File: config.mk
export PLATFORM = sky130hd
export DESIGN_NAME = register_file_scoreboard
export DESIGN_NICKNAME = d
export VERILOG_FILES = /design/src/rtl/register_file_scoreboard.sv
export SDC_FILE = /design/constraint.sdc
export NUM_CORES = 2
export LEC_CHECK = 0
export BUFFER_PORTS_ARGS = -buffer_cell sky130_fd_sc_hd__buf_2
export CAP_MARGIN = 20
export CORE_ASPECT_RATIO = 0.8
export CORE_MARGIN = 2
export CORE_UTILIZATION = 43
export CTS_CLUSTER_DIAMETER = 200
export DETAILED_ROUTE_END_ITERATION = 12
export HOLD_SLACK_MARGIN = 0.03
export SLEW_MARGIN = 20
export SYNTH_ARGS = -nofsm -noshare
export SYNTH_HDL_FRONTEND = slang
export SYNTH_SLANG_ARGS = --single-unit
File: constraint.sdc
create_clock -name clk -period 19.1 [get_ports clk]
set_input_delay 0.955 -clock clk [delete_from_list [all_inputs] [get_ports clk]]
set_output_delay 0.955 -clock clk [all_outputs]
set_load 0.005 [all_outputs]
File: src/rtl/register_file_scoreboard.sv
// rtl/register_file_scoreboard.sv - 32x32 MIPS register file with per-register busy scoreboard; REGFILE_BYPASS_EN enables write-first bypass
module register_file_scoreboard #(
  parameter int DATA_WIDTH = 32,
  parameter int ADDR_WIDTH = 5
) (
  input  logic                  clk,
  input  logic                  rst,
  input  logic [ADDR_WIDTH-1:0] Read_Register1,
  input  logic [ADDR_WIDTH-1:0] Read_Register2,
  output logic [DATA_WIDTH-1:0] Read_Data1,
  output logic [DATA_WIDTH-1:0] Read_Data2,
  input  logic [ADDR_WIDTH-1:0] Write_Register,
  input  logic [DATA_WIDTH-1:0] Write_Data,
  input  logic                  RegWrite,
  input  logic                  Issue_Valid,
  input  logic [ADDR_WIDTH-1:0] Issue_Register,
  output logic                  Stall,
  output logic [ADDR_WIDTH:0]   Busy_Count
);

  localparam int DEPTH = 2 ** ADDR_WIDTH;

  logic [DATA_WIDTH-1:0] regs [DEPTH];
  logic [DEPTH-1:0]      busy;
  logic [DEPTH-1:0]      busy_next;
  logic [ADDR_WIDTH:0]   count_next;
  logic                  wr_en;
  logic                  iss_en;
  logic [DATA_WIDTH-1:0] arr1;
  logic [DATA_WIDTH-1:0] arr2;
  logic                  src1_busy;
  logic                  src2_busy;

  // r0 is never a write or issue target, so both enables exclude it up front
  assign wr_en  = RegWrite && (Write_Register != '0);
  assign iss_en = Issue_Valid && (Issue_Register != '0);

  // Storage array: cleared on reset, otherwise one write per cycle
  always_ff @(posedge clk) begin
    if (rst) begin
      for (int i = 0; i < DEPTH; i++) regs[i] <= '0;
    end else if (wr_en) begin
      regs[Write_Register] <= Write_Data;
    end
  end

  // Next busy vector: clear on writeback, then set on issue so a newer producer wins
  always_comb begin
    busy_next = busy;
    if (wr_en)  busy_next[Write_Register] = 1'b0;
    if (iss_en) busy_next[Issue_Register] = 1'b1;
    busy_next[0] = 1'b0;
  end

  // Population count of the next busy vector, registered alongside it
  always_comb begin
    count_next = '0;
    for (int i = 1; i < DEPTH; i++) begin
      count_next = count_next + {{ADDR_WIDTH{1'b0}}, busy_next[i]};
    end
  end

  // Scoreboard state and its count update together so they never disagree
  always_ff @(posedge clk) begin
    if (rst) begin
      busy       <= '0;
      Busy_Count <= '0;
    end else begin
      busy       <= busy_next;
      Busy_Count <= count_next;
    end
  end

  assign arr1 = (Read_Register1 == '0) ? '0 : regs[Read_Register1];
  assign arr2 = (Read_Register2 == '0) ? '0 : regs[Read_Register2];

`ifdef REGFILE_BYPASS_EN
  logic hit1;
  logic hit2;

  assign hit1 = wr_en && (Write_Register == Read_Register1);
  assign hit2 = wr_en && (Write_Register == Read_Register2);

  // Write-first read ports; a source whose writeback lands this cycle is already resolved
  always_comb begin
    Read_Data1 = hit1 ? Write_Data : arr1;
    Read_Data2 = hit2 ? Write_Data : arr2;
    src1_busy  = (Read_Register1 != '0) && busy[Read_Register1] && !hit1;
    src2_busy  = (Read_Register2 != '0) && busy[Read_Register2] && !hit2;
  end
`else
  // Reads see only the array; a same-cycle write becomes visible next cycle
  always_comb begin
    Read_Data1 = arr1;
    Read_Data2 = arr2;
    src1_busy  = (Read_Register1 != '0) && busy[Read_Register1];
    src2_busy  = (Read_Register2 != '0) && busy[Read_Register2];
  end
`endif

  assign Stall = src1_busy || src2_busy;

endmodule

==> Word-level counts from Yosys, hierarchy flattened <==
Memories as Yosys holds them, arrays and structs flattened.
Index checks and enable logic that the tools add are counted.
{ "totals": {"regBits": 38, "mem_bits_rw": 1024, "inputBits": 56, "output_inout_bits": 71, "word_cells": 77, "n_memories": 1} }
{ "classes": {"add_sub_neg": 30, "n_lt_le_gt_ge": 6, "mux": 20, "bitwise_logic": 3, "reduce_logical": 14} }
{ "memory_table": {"columns": ["name", "depth", "width", "rd", "rd_ports_with_merged_regs", "write_ports", "line_no", "text"], "rows": [
  ["regs", 32, 32, 2, 0, 32, "23", "logic [DATA_WIDTH-1:0] regs [DEPTH];"]
]} }
{ "ops": {"columns": ["op", "n"], "rows": [
  ["32-bit two-way mux", 5],
  ["6-bit by 1-bit adder with 6-bit output", 25],
  ["32-bit bitwise AND", 1],
  ["32-bit NOT", 1],
  ["32-bit OR", 1],
  ["32-bit OR reduction", 1],
  ["5-bit by 6-bit < comparator with 1-bit output, second input constant", 4],
  ["5-bit nonzero test", 4],
  ["1-bit binary-select mux with 5-bit select", 2],
  ["1-bit demux with 5-bit select", 2],
  ["5-bit by 1-bit greater-or-equal comparator with 1-bit output, second input constant", 2],
  ["5-bit logical NOT", 2],
  ["1-bit two-way mux", 10],
  ["5-bit by 1-bit adder with 6-bit output", 1],
  ["1-bit logical AND", 6],
  ["4-bit by 1-bit adder with 5-bit output", 1],
  ["5-bit two-way mux", 1],
  ["3-bit by 1-bit adder with 4-bit output", 1],
  ["2-bit by 1-bit adder with 3-bit output", 1],
  ["1-bit by 1-bit adder with 2-bit output", 1],
  ["1-bit logical OR", 1]
]} }

==> Depth between registers and ports, before layout <==
{ "depth": {"word_depth": 39, "ltp_mapped": 22, "ltp_nobuf": 21} }

==> Worst setup path before layout <==
OpenSTA, ideal clock, no wires.
{ "synth_path": {"kind": "in2reg", "start": "input port Write_Register[3]", "end": "register Busy_Count[4]", "setup_time_ps": 128, "arrival_ps": 6537, "required_ps": 18972, "slack_ps": 12435, "path_stages": 18, "path_cell_list": "clkbuf_1 -> nor2_1 -> nand2_1 -> or4b_2 -> a22oi_1 -> fa_1 -> fa_1 -> fa_1 -> inv_1 -> fa_1 -> fa_1 -> fa_1 -> fa_1 -> fa_1 -> a21o_1 -> a21oi_1 -> xor2_1 -> nor2_1"} }
{ "synth_via": {"elab_chain_len": 39} }
{ "synth_rtl": {"columns": ["item", "line_no", "text"], "rows": [
  ["start: declaration", "12", "input logic [ADDR_WIDTH-1:0] Write_Register,"],
  ["5-bit by 6-bit < comparator with 1-bit output (implied by the code) or 5-bit by 1-bit greater-or-equal comparator with 1-bit output (tied branches)", "50", "if (wr_en) busy_next[Write_Register] = 1'b0;"],
  ["1-bit logical AND (implied by the code)", "50", null],
  ["1-bit two-way mux (implied by the code)", "50", null],
  ["1-bit demux with 5-bit select", "50", null],
  ["32-bit NOT (no line)", null, null],
  ["32-bit bitwise AND (no line)", null, null],
  ["32-bit two-way mux (*)", "50", null],
  ["32-bit OR (no line)", null, null],
  ["32-bit two-way mux (*)", "51", "if (iss_en) busy_next[Issue_Register] = 1'b1;"],
  ["1-bit by 1-bit adder with 2-bit output", "59", "count_next = count_next + {{ADDR_WIDTH{1'b0}}, busy_next[i]};"],
  ["2-bit by 1-bit adder with 3-bit output", "59", null],
  ["3-bit by 1-bit adder with 4-bit output", "59", null],
  ["4-bit by 1-bit adder with 5-bit output", "59", null],
  ["5-bit by 1-bit adder with 6-bit output", "59", null],
  ["6-bit by 1-bit adder with 6-bit output (24 in series)", "59", null],
  ["6-bit by 1-bit adder with 6-bit output (*)", "59", null],
  ["end signal: assignment", "70", "Busy_Count <= count_next;"],
  ["end: declaration", "18", "output logic [ADDR_WIDTH:0] Busy_Count"]
]} }
Mark *: on every way between the ends. The rest lies on a longest branch, timed or not.
A chain may end at the register's enable or synchronous reset.

==> Worst setup path after layout <==
Same ends and word-level chain as after synthesis.

==> qor.txt <==
WL/cell - 34.18 um
fin cells - 5,539
RSZ-0062 raised after global routing - false
worst setup path startpoint - Write_Register[3]
first-pass GRT wire length - 265.4 mm
H-tree depth - 3
Avg Inst Size Synth - 15.19 sq um
drc violations - 0
flop-to-flop setup slack - 13.67 ns
cts hold-fix bufs - 0
port bufs - 126
Worst Reg2Reg Path Length in Cells - 16
I/O pins - 127
NetSw - 1.403 mW
Crit. End Element - flop
# rows - 118
vias in the first global route - 34,350
clock tree buffer depth - 3
hold-critical path depth - 2
fin crit period - 6.500 ns
internal power - 4.143 mW
Mapped Cells - 3,722
drt total wl - 189.3 mm
initial core utilization - 43.51%
GRT Overall Usage - 28.19%
Final ANT Viol Nets - 0
post-synthesis sequential area ratio - 55.70%
multi-input combinational cell area - 23,680 sq um
Setup Skew - 0.009900 ns
asr flop ratio synth - 0%
worst slew pin tran - 1.113 ns
Synth Flop Type - edfxtp_1
Synthesis Warnings - 0
area grow syn2layout - 10.51%
Switching Share - 25.30%
worst skew pair latency - 0.71 ns
Max FO, Critical Path - 14
synthesized area - 56,530 sq um
combinational power share - 12.1%
pwr/cell area - 88.78 nW/um^2
Avg Vias per Cell - 6.333
Core Util, Final - 48.09%
setup ws final - 12.60 ns
dpl cells - 5,333
die footprint - 134,400 sq um
DP Worst Slack - 11.94 ns
#FFs+latches synth - 1,061
Lkg Pwr - 21.52 nW
post-synth top area share - 54.39%
Die Y-Extent - 328.3 um
worst hold margin - 0.5937 ns
crit path DAT - 7.08 ns
NumNets Final - 3,791
TritonCTS Buffers - 109
fin crit share - 34.03%
max capacitance violation total - 0
share of cells above drive strength 1 - 27.13%
Highest Clock Rate - 153.8 MHz
DR vias - 35,080
GPL Wtd Cong - 0.9021
Crit Reg-Reg Startpoint - busy[16]
Final Hold Vio Count - 0
Min-Delay Path Class - input port to flop
CTS resizes - 0
register area - 31,490 sq um
Reg power frac - 49.4%
Fill cells - 11,170
peak supply drop - 0.07501 mV
clock slew at reported path FFs - 0.07 ns
global route total overflow - 0
EDFF count, synth - 1,024
DP HPWL - 104.0 mm
Slew Limit Fails - 0
CTS tree - done
number of DRC markers in iteration 0 - 5,143
worst path required time - 19.68 ns
critical path capture point - Busy_Count[4]
Synth area leader - edfxtp_1
Post-CTS Setup Inserts - 0
first-pass iteration count of the detailed router - 6
Critical Path Start Type - input port
Setup TNS Final - 0 ns
clock root buffer - clkbuf_16
initial antenna violation count - 21
Clk pwr share - 38.5%
clock sinks - 1,061
Die Wd - 409.4 um
Cell variety after synth - 53
Slew HR - 25.59%
total core area - 129,900 sq um
pin count of the biggest net entering global routing - 101
critical path class - input port to flop
outcome - finished clean
Final setup violation count - 0
reg2reg end - Busy_Count[4]
Synth area leaders - edfxtp_1 54%, mux4_2 20%, and2_1 11%
-- power groups by stage --
stage | combinational (mW) | clock [mW] | sequential, mW
after floorplan | 0.422 | 0 | 2.76
after global placement | 0.667 | 0 | 2.78
after detailed placement | 0.668 | 0 | 2.79
after CTS | 0.671 | 2.15 | 2.74
after global routing | 0.703 | 2.24 | 2.75
final | 0.673 | 2.13 | 2.74
-- cell usage in the layout (no fill, tap or decap), types with 22 or more instances in the layout --
cell type and n:
nand2b_2 24, mux2_2 42, inv_1 27, nand2_1 58, mux2i_1 75, dfxtp_1 37, a22o_1 24, fa_1 23
nor2b_1 34, clkinv_2 30, nor2_4 28, and2_1 996, mux4_2 506, conb_1 32, nor2_1 35, clkinv_1 24
buf_4 114, a221oi_1 33, a211o_1 32, a31oi_1 33, buf_2 118, a22oi_1 99, o22ai_1 65, edfxtp_1 1024
clkbuf_1 22, clkbuf_16 111
-- layout make-up --
class | count | share of cell area (%)
Inverter | 27 | 0.1622
Multi-Input combinational cell | 2267 | 37.90
Antenna cell | 2 | 0.008011
Tap cell | 1740 | 3.485
Clock inverter | 70 | 0.9413
Timing Repair Buffer | 239 | 2.519
Clock buffer | 133 | 4.578
Sequential cell | 1061 | 50.40
-- Yosys cell counts, types with 22 or more instances --
cell type and number:
a211o_1 32, a221oi_1 33, a22o_1 24, a22oi_1 99
a31oi_1 33, and2_1 997, buf_2 57, buf_4 22
clkbuf_1 286, dfxtp_1 37, edfxtp_1 1024, fa_1 23
inv_1 27, mux2_2 42, mux2i_1 75, mux4_2 506
nand2_1 59, nand2b_1 35, nor2_1 69, nor2b_1 41
o22ai_1 65
-- per-stage QoR --
stage | power, mW | instance area, sq um
6_report | 5.546 | 62470
5_1_grt | 5.695 | 62470
4_1_cts | 5.554 | 62430
3_5_place_dp | 3.454 | 58980
3_3_place_gp | 3.446 | 58980
2_1_floorplan | 3.185 | 56650
-- state kept, by name (all words and copies together) (netlist names) --
register and flops:
regs 1024, Busy_Count 6, busy 31
-- worst min path at each step --
stage,from,to,slack (ns)
final,rst,busy[19],0.59
after global routing,rst,busy[18],0.59
after CTS,rst,busy[17],0.56
after detailed placement,busy[4],busy[4],0.59
after global placement,busy[4],busy[4],0.63
after floorplan,busy[1],busy[1],0.51
-- kinds of logic after synthesis --
group                      count (synthesis)  share of synthesized area (%)
and+or+nand+nor                         1234                          13.16
DFF                                     1061                          55.70
muxes                                    623                          22.32
buffers and inverters                    425                          3.300
AOI/OAI and AO/OA                        346                          4.511
adders and majority gates                 30                         0.9694
xor gates and xnor gates                   2                        0.03099
other                                      1                       0.006633
-- per-layer routing --
| layer | vias to the layer above | global-route usage [%] | wire (um) |
|---|---|---|---|
| li1 | 14280 | - | - |
| met1 | 18410 | 41.41 | 77810 |
| met2 | 2121 | 42.27 | 84760 |
| met3 | 264 | 6.270 | 20990 |
| met4 | 6 | 8.080 | 5730 |
| met5 | - | 0 | 39 |
-- critical path: stages --
cell	delay, ns
buf_2	0.18
nor2_1	0.15
nand2_1	0.26
or4b_2	0.72
a22oi_1	0.30
fa_1	0.53
fa_1	0.47
fa_1	0.50
inv_1	0.06
fa_1	0.53
fa_1	0.44
fa_1	0.50
fa_1	0.45
fa_1	0.47
a21o_1	0.19
a21oi_1	0.16
xor2_1	0.17
nor2_1	0.05
No activity file was read; power rests on OpenSTA's default activity.
